**config.mk**
```make
export PLATFORM = sky130hd
export DESIGN_NAME = hailstone_engine
export DESIGN_NICKNAME = d
export VERILOG_FILES = /design/src/rtl/hailstone_engine.sv
export SDC_FILE = /design/constraint.sdc
export NUM_CORES = 1
export LEC_CHECK = 0
export BUFFER_PORTS_ARGS = -buffer_cell sky130_fd_sc_hd__buf_2
export CORE_MARGIN = 1.5
export CORE_UTILIZATION = 55
export CTS_BUF_LIST = sky130_fd_sc_hd__clkbuf_4
export DETAILED_ROUTE_END_ITERATION = 6
export PLACE_DENSITY_LB_ADDON = 0.12
export SETUP_SLACK_MARGIN = 0.4
export SYNTH_ARGS = -nofsm -noshare
export SYNTH_HDL_FRONTEND = slang
export SYNTH_SLANG_ARGS = --single-unit
```
**constraint.sdc**
```tcl
create_clock -name clk -period 4.4 [get_ports clk]
set_clock_uncertainty 0.15 [all_clocks]
set_input_delay 0.44 -clock clk [delete_from_list [all_inputs] [get_ports clk]]
set_output_delay 0.44 -clock clk [all_outputs]
set_load 0.02 [all_outputs]
```
**src/rtl/hailstone_engine.sv**
```systemverilog
// Hailstone (Collatz) sequence engine: counts steps to reach 1 and tracks the peak value.
// Optional macro HAILSTONE_ODD_FUSE_EN fuses each odd step with the halving that follows it.
module hailstone_engine #(
    parameter int WIDTH     = 32,
    parameter int CNT_WIDTH = 16
) (
    input  logic                 clk,
    input  logic                 reset,
    input  logic                 start,
    input  logic [WIDTH-1:0]     n_in,
    output logic                 busy,
    output logic                 done,
    output logic [CNT_WIDTH-1:0] steps,
    output logic [WIDTH-1:0]     peak,
    output logic                 overflow,
    output logic                 err_zero,
    output logic [1:0]           dbg_state
);

    // Handshake: start is a request sampled only in IDLE (busy=0, done=0); the
    // edge that sees it captures n_in. done is a one-cycle completion strobe, and
    // steps/peak/overflow/err_zero stay valid from then until the next accepted start.
    typedef enum logic [1:0] {
        IDLE = 2'd0,
        RUN  = 2'd1,
        DONE = 2'd2
    } state_t;

    localparam logic [CNT_WIDTH-1:0] STEPS_MAX = '1;

    state_t          state;
    logic [WIDTH-1:0] n;

    logic [WIDTH+1:0]     n3p1;
    logic                 n3_ovf;
    logic [CNT_WIDTH:0]   steps_p1;
    logic [CNT_WIDTH:0]   steps_p2;
    logic                 even_sat;
    logic                 odd_sat;
    logic [CNT_WIDTH-1:0] odd_steps;
    logic [WIDTH-1:0]     odd_n;
    logic [WIDTH-1:0]     n_half;

    // 3n+1 is formed two bits wider so a result >= 2^WIDTH is visible in the top bits.
    assign n3p1     = {2'b00, n} + {1'b0, n, 1'b0} + (WIDTH+2)'(1);
    assign n3_ovf   = |n3p1[WIDTH+1:WIDTH];
    assign steps_p1 = {1'b0, steps} + (CNT_WIDTH+1)'(1);
    assign steps_p2 = {1'b0, steps} + (CNT_WIDTH+1)'(2);
    assign even_sat = steps_p1[CNT_WIDTH];
    assign n_half   = n >> 1;

`ifdef HAILSTONE_ODD_FUSE_EN
    assign odd_sat   = steps_p2[CNT_WIDTH];
    assign odd_steps = steps_p2[CNT_WIDTH-1:0];
    assign odd_n     = {1'b0, n3p1[WIDTH-1:1]};
`else
    assign odd_sat   = steps_p1[CNT_WIDTH];
    assign odd_steps = steps_p1[CNT_WIDTH-1:0];
    assign odd_n     = n3p1[WIDTH-1:0];
`endif

    assign dbg_state = state;

    always_ff @(posedge clk or negedge reset) begin
        if (!reset) begin
            state    <= IDLE;
            n        <= '0;
            steps    <= '0;
            peak     <= '0;
            busy     <= 1'b0;
            done     <= 1'b0;
            overflow <= 1'b0;
            err_zero <= 1'b0;
        end else begin
            case (state)
                IDLE: begin
                    if (start) begin
                        steps    <= '0;
                        overflow <= 1'b0;
                        if (n_in == '0) begin
                            n        <= '0;
                            peak     <= '0;
                            err_zero <= 1'b1;
                            done     <= 1'b1;
                            state    <= DONE;
                        end else begin
                            n        <= n_in;
                            peak     <= n_in;
                            err_zero <= 1'b0;
                            busy     <= 1'b1;
                            state    <= RUN;
                        end
                    end
                end

                RUN: begin
                    if (n == WIDTH'(1)) begin
                        busy  <= 1'b0;
                        done  <= 1'b1;
                        state <= DONE;
                    end else if (!n[0]) begin
                        // Halving never raises the value, so peak cannot change here.
                        if (even_sat) begin
                            steps    <= STEPS_MAX;
                            overflow <= 1'b1;
                            busy     <= 1'b0;
                            done     <= 1'b1;
                            state    <= DONE;
                        end else begin
                            n     <= n_half;
                            steps <= steps_p1[CNT_WIDTH-1:0];
                        end
                    end else if (n3_ovf) begin
                        overflow <= 1'b1;
                        busy     <= 1'b0;
                        done     <= 1'b1;
                        state    <= DONE;
                    end else if (odd_sat) begin
                        steps    <= STEPS_MAX;
                        overflow <= 1'b1;
                        busy     <= 1'b0;
                        done     <= 1'b1;
                        state    <= DONE;
                    end else begin
                        n     <= odd_n;
                        steps <= odd_steps;
                        if (n3p1[WIDTH-1:0] > peak) begin
                            peak <= n3p1[WIDTH-1:0];
                        end
                    end
                end

                DONE: begin
                    done  <= 1'b0;
                    state <= IDLE;
                end

                default: begin
                    busy  <= 1'b0;
                    done  <= 1'b0;
                    state <= IDLE;
                end
            endcase
        end
    end

endmodule
```
==> results.sh, run 1 <==
export IMPL_critPathKind="reg -> reg"
export IMPL_fin_ws_ns=-0.2567
export IMPL_core_area_um2=13240
export IMPL_start_kind="flop"
export IMPL_hold_viol=0
export IMPL_dpl_cell_area_um2=9027
export IMPL_ctsHtreeMaxLevel=3
export IMPL_arrival_ns=4.93
export IMPL_synth_edff_count=0
export IMPL_root_buffer="clkbuf_4"
export IMPL_syn_area_per_cell_um2=8.205
export IMPL_clk_pin_slew_worst_paths_ns=0.17
export IMPL_min_path_type="in -> reg"
export IMPL_syn_inst=913
export IMPL_synth_seq_cells=86
export IMPL_antenna_found_initial=0
export IMPL_ios=89
export IMPL_drc=3
export IMPL_status="finished, violations left"
export IMPL_drive_gt1_share_pct=30.13
export IMPL_viasPerCell=6.216
export IMPL_grt_pass1_wl_um=38610
export IMPL_antenna_left=0
export IMPL_diodes=0
export IMPL_clkLatencyLatePin_ns=0.51
export IMPL_violations="design-rule violations, negative setup slack"
export IMPL_dieArea_um2=14330
export IMPL_track_usage_pct=34.22
export IMPL_cts_made_buffers=9
export IMPL_dr_pass1_iters=7
export IMPL_grt_max_degree=81
export IMPL_maxCapViolations=0
export IMPL_clockBufferDepth=2
export IMPL_synth_main_ff_cell="dfrtp_1"
export IMPL_gp_congestion=0.9383
export IMPL_grt_pass1_vias=7419
export IMPL_end_kind="flop"
export IMPL_required_ns=4.67
export IMPL_drt_iter0_drc=867
export IMPL_layout_min_cycle_time_ns=4.657
export IMPL_drv_slew=0
export IMPL_dieWidth_um=119.7
export IMPL_ys_seq_area_share_pct=28.73
export IMPL_ys_warn_count=0
export IMPL_rsz0062_at_grt="yes"
export IMPL_num_nets_final=1238
export IMPL_finalSetupTns_ns=-7.060
export IMPL_fin_crit_sh_pct=105.8
export IMPL_initial_utilization_pct=56.57
export IMPL_slew_limit_headroom_pct=7.854
export IMPL_wirelength_um=25160
export IMPL_max_slew_worst_pin_slew_ns=1.375
export IMPL_syn_nets=1031
export IMPL_cts_sinks=86
export IMPL_vias=8087
export IMPL_tritoncts="yes"
export IMPL_synth_distinct_cells=77
export IMPL_fin_area_um2=9773
export IMPL_fp_dieH_um=119.7
export IMPL_netlist_area_um2=7491
export IMPL_std_cell_rows=42
export IMPL_place_detailed_hpwl_um=17590
export IMPL_ys_async_sr_fraction_pct=100.0
export IMPL_routedWlPerCell_um=19.34
export IMPL_timing_fmax_mhz=214.7
export IMPL_cp_max_fo=5
export IMPL_io_buffers=88
export IMPL_setup_violations=32
export IMPL_pre_cts_ws_ns=-0.2079
export IMPL_gr_total_overflow=0
export IMPL_syn2layout_area_growth_pct=30.47
## cell type report
cell class	instances	area [um^2]
Multi-Input combinational cell	705	5253
Fill cell	1046	3470
Sequential cell	86	2158
Timing Repair Buffer	236	1687
Inverter	82	307.8
Tap cell	176	220.2
Clock inverter	7	80.08
Clock buffer	9	67.56
## cells in the mapped netlist, drive strengths merged (2+ instances only)
master	count	area share, %
a2111oi	2	0.23
a211oi	6	0.84
a21boi	5	0.50
a21o	6	0.60
a21oi	111	7.6
a221oi	4	0.63
a222oi	29	3.9
a22o	2	0.23
a31oi	12	1.2
and3	3	0.25
buf	20	1.4
clkbuf	20	1.0
dfrtp	86	29
ha	82	14
inv	82	4.1
mux2i	2	0.27
nand2	60	3.1
nand2b	15	1.3
nand3	18	1.2
nand4	21	1.8
nor2	122	6.1
nor2b	6	0.50
nor3	14	1.1
nor4	12	1.1
o211a	3	0.50
o211ai	6	0.79
o21a	12	1.3
o21ai	42	2.9
o21bai	3	0.35
o221a	2	0.42
o221ai	2	0.23
o22a	30	3.5
o22ai	4	0.33
o311ai	3	0.35
o31a	3	0.35
o31ai	6	0.67
o41a	8	1.2
or2	2	0.17
or3	2	0.17
xnor2	15	1.8
xor2	14	1.6
## critical path: stages, from the launching register on
cell and delay (ns):
dfrtp_1 0.46, inv_1 0.10, ha_4 0.27, nand4_1 0.19, a211oi_4 0.31, nor3b_2 0.09
o31ai_2 0.27, a21oi_2 0.14, buf_4 0.16, o21ai_2 0.13, xor2_1 0.27, ha_1 0.29
and3_4 0.17, a2111oi_4 0.31, nor2_1 0.08, o31a_1 0.33, o21bai_4 0.14, o21ai_2 0.07
and2_4 0.25, clkbuf_16 0.18, o22a_1 0.21
## final timing paths
check                      start      endpoint  slack [ns]  depth (start not counted)
max                         n[9]      peak[25]       -0.26                         20
min                        start  dbg_state[1]        0.09                          3
max reg2reg                 n[9]      peak[25]       -0.26                         20
min reg2reg                 done          done        0.40                          2
max in group asynchronous  reset          n[2]        2.73                          3
min in group asynchronous  reset      peak[11]        0.33                          2
## cells by family (layout without fill, tap and decap cells)
family,Yosys count,after routing,share of synthesized area [%]
muxes,3,3,0.4176
xor gates and xnor gates,29,29,3.391
AOI/OAI and AO/OA,309,309,29.56
DFF,86,86,28.73
buffers and inverters,122,334,6.531
and+or+nand+nor,281,281,17.40
adders and majority gates,83,83,13.96
## registers in the layout (all words and copies together), names as in the netlist
name / flops
overflow: 1
done: 1
n: 32
err_zero: 1
peak: 32
steps: 16
dbg_state: 2
busy: 1
## layout by cell type, fill, tap and decap left out, types with 5 or more instances in the layout
cell type  Yosys  layout
buf_4          0     134
nor2_1       121     120
a21oi_1      108      96
buf_2         19      87
dfrtp_1       86      81
inv_1         82      78
ha_1          82      70
nand2_1       59      59
o22a_1        30      30
a222oi_1      29      29
o21ai_0       29      25
nand4_1       21      21
nand3_1       18      17
xnor2_1       15      14
nand2b_1      15      14
a21oi_2        3      14
xor2_1        14      13
o21a_1        11      11
nor4_1        11      11
a31oi_1       11      10
o21ai_1       11       9
ha_4           0       9
clkbuf_4       0       9
nor3_1        11       8
o41a_1         8       8
o21ai_2        2       7
a21o_1         6       6
buf_6          1       6
o211ai_1       5       5
nor3_2         3       5
dfrtp_2        0       5
## routing by layer
| layer | vias to the layer above | global-route usage (%) | wire length [um] |
|---|---|---|---|
| met5 | - | 0 | 0 |
| met2 | 357 | 55.10 | 11850 |
| met1 | 3884 | 46.46 | 10740 |
| met4 | 0 | 13.17 | 839 |
| met3 | 60 | 5.276 | 1740 |
| li1 | 3786 | - | - |
## timing repair
item                       CTS  global route
hold buffers                 2             0
resized for setup           25            42
setup buffers               11            10
hold endpoints to repair    47             0
setup endpoints to repair   32            54
gates cloned                 1             3
pin swaps                   17            34
## stage by stage
stage,hold slack (ns),utilization [%],instances
5_1_grt,0.05906,73.80,1301
3_5_place_dp,0.3586,68.17,1258
3_3_place_gp,0.3421,68.17,1258
4_1_cts,0.04901,71.06,1288
2_1_floorplan,-0.005591,-,913
6_report,0.08503,73.80,1301
Power of run 1 is left out: the tool's default activity adds up to more than one toggle a clock period on the data nets, which glitch-free logic cannot reach.
==> run 2: changes to the inputs <==
--- a/config.mk
+++ b/config.mk
@@ -10,6 +10,7 @@
 export CORE_UTILIZATION = 55
 export CTS_BUF_LIST = sky130_fd_sc_hd__clkbuf_4
 export DETAILED_ROUTE_END_ITERATION = 6
+export MAX_ROUTING_LAYER = met4
 export PLACE_DENSITY_LB_ADDON = 0.12
 export SETUP_SLACK_MARGIN = 0.4
 export SYNTH_ARGS = -nofsm -noshare
==> run 2 against run 1 <==
The flow still finishes with violations (design-rule violations, negative setup slack). Worst setup slack lost 0.026 ns. Critical path depth is the same. Cell area grew 0.26%. First-iteration DRC count grew 13%. Sequential share of layout area shrank 0.056 points. Worst hold slack lost 0.0085 ns. Via count grew 1.0%. Final cell count is essentially flat. Non-clock buffer count grew 1. Utilization grew 0.19 points.
==> results.sh, run 2 (synthesis results as in run 1) <==
export IMPL_status="finished, violations left"
export IMPL_violations="design-rule violations, negative setup slack"
export IMPL_hold_viol=0
export IMPL_layout_common_cells="buf_4, nor2_1, a21oi_1, buf_2, dfrtp_1"
export IMPL_cp_slowest_stage_delay_ns=0.43
export IMPL_max_slew_worst_pin_slew_ns=1.358
export IMPL_syn2layout_area_growth_pct=30.80
export IMPL_crit_family="compound AO/OA/AOI/OAI gates"
export IMPL_drive_gt1_share_pct=30.20
export IMPL_std_cell_rows=42
export IMPL_cts_made_buffers=9
export IMPL_setup_violations=32
export IMPL_dieWidth_um=119.7
export IMPL_ctsHtreeMaxLevel=3
export IMPL_tritoncts="yes"
export IMPL_clkLatencyLatePin_ns=0.52
export IMPL_fp_dieH_um=119.7
export IMPL_dpl_cell_area_um2=9027
export IMPL_vias=8171
export IMPL_min_path_type="in -> reg"
export IMPL_critPathKind="reg -> reg"
export IMPL_arrival_ns=4.95
export IMPL_drt_iter0_drc=979
export IMPL_slew_limit_headroom_pct=8.990
export IMPL_drc=7
export IMPL_drv_slew=0
export IMPL_clk_pin_slew_worst_paths_ns=0.16
export IMPL_timing_fmax_mhz=213.6
export IMPL_track_usage_pct=35.15
export IMPL_fin_area_um2=9798
export IMPL_fin_ws_ns=-0.2823
export IMPL_required_ns=4.67
export IMPL_cp_max_fo=6
export IMPL_crit_path_frequent_cell="o21ai_2"
export IMPL_initial_utilization_pct=56.57
export IMPL_rsz0062_at_grt="yes"
export IMPL_io_buffers=88
export IMPL_viasPerCell=6.276
export IMPL_grt_max_degree=81
export IMPL_wirelength_um=25650
export IMPL_antenna_found_initial=0
export IMPL_cts_sinks=86
export IMPL_gp_congestion=0.9551
export IMPL_largestRegisters="n (32), peak (32), steps (16)"
export IMPL_cp_slowest_cell="dfrtp_1"
export IMPL_core_area_um2=13240
export IMPL_pre_cts_ws_ns=-0.2079
export IMPL_dr_pass1_iters=7
export IMPL_clockBufferDepth=2
export IMPL_grt_pass1_vias=7427
export IMPL_worstPathCellList="buf_6 -> ha_4 -> nand4_1 -> a211oi_4 -> nor3b_2 -> o31ai_2 -> a21oi_2 -> buf_4 -> o21ai_2 -> xor2_1 -> ha_1 -> and3_4 -> a2111oi_4 -> nor2_1 -> o31a_1 -> o21bai_4 -> o21ai_2 -> and2_4 -> clkbuf_16 -> o22a_1"
export IMPL_dieArea_um2=14330
export IMPL_antenna_left=0
export IMPL_fin_crit_sh_pct=106.4
export IMPL_place_detailed_hpwl_um=17590
export IMPL_routedWlPerCell_um=19.70
export IMPL_ios=89
export IMPL_gr_total_overflow=0
export IMPL_mostFrequentLayoutCell="buf_4"
export IMPL_start_kind="flop"
export IMPL_critPathBufInv=3
export IMPL_maxCapViolations=0
export IMPL_layout_min_cycle_time_ns=4.682
export IMPL_grt_pass1_wl_um=38580
export IMPL_num_nets_final=1239
export IMPL_diodes=0
export IMPL_end_kind="flop"
export IMPL_root_buffer="clkbuf_4"
## run 2: cell types whose count changed in the layout (fill, tap and decap cells not counted)
| cell | previous run | this run |
|---|---|---|
| clkbuf_16 | 3 | 4 |
## run 2: stage by stage
stage          TNS (ns)  utilization (%)  hold slack, ns  instances
2_1_floorplan         0                -       -0.005591        913
3_3_place_gp     -3.593            68.17          0.3421       1258
3_5_place_dp     -5.352            68.17          0.3586       1258
4_1_cts          -3.258            71.06         0.04901       1288
5_1_grt          -11.05            73.99         0.05905       1302
6_report         -7.917            73.99         0.07657       1302
## run 2: area by class of cell
type / instances / area [um^2]
multi-input cells: 705 / 5253
fillers: 1043 / 3445
flip-flops and latches: 86 / 2158
repair buffers: 237 / 1712
inverters: 82 / 307.8
well taps: 176 / 220.2
clock inverters: 7 / 80.08
clock buffers: 9 / 67.56
## run 2: final timing paths
path | startpoint | end | slack (ns) | cells past startpoint
max | n[5] | peak[2] | -0.28 | 20
min | start | dbg_state[1] | 0.08 | 3
max reg2reg | n[5] | peak[2] | -0.28 | 20
min reg2reg | done | done | 0.40 | 2
max in group asynchronous | reset | n[1] | 2.75 | 3
min in group asynchronous | reset | n[12] | 0.32 | 2
## run 2: metal layers
metal	track usage, %	part of all wire [%]
met5	-	0
met4	13.10	4.1
met3	4.800	7.8
met1	46.49	41
met2	55.28	47
## run 2: worst min-delay path: cells and delay by family
family,cells,cell delay (ns)
AOI/OAI and AO/OA,1,0.07
buffers and inverters,1,0.11
and+or+nand+nor,1,0.10
## run 2: timing repair
item / 4_1_cts / 5_1_grt
hold buffers: 2 / 0
hold endpoints to repair: 47 / 0
pin swaps: 17 / 34
resized for setup: 25 / 42
cloned: 1 / 4
setup endpoints to repair: 32 / 54
buffers inserted: 11 / 10
Power of run 2 is left out for the same reason.
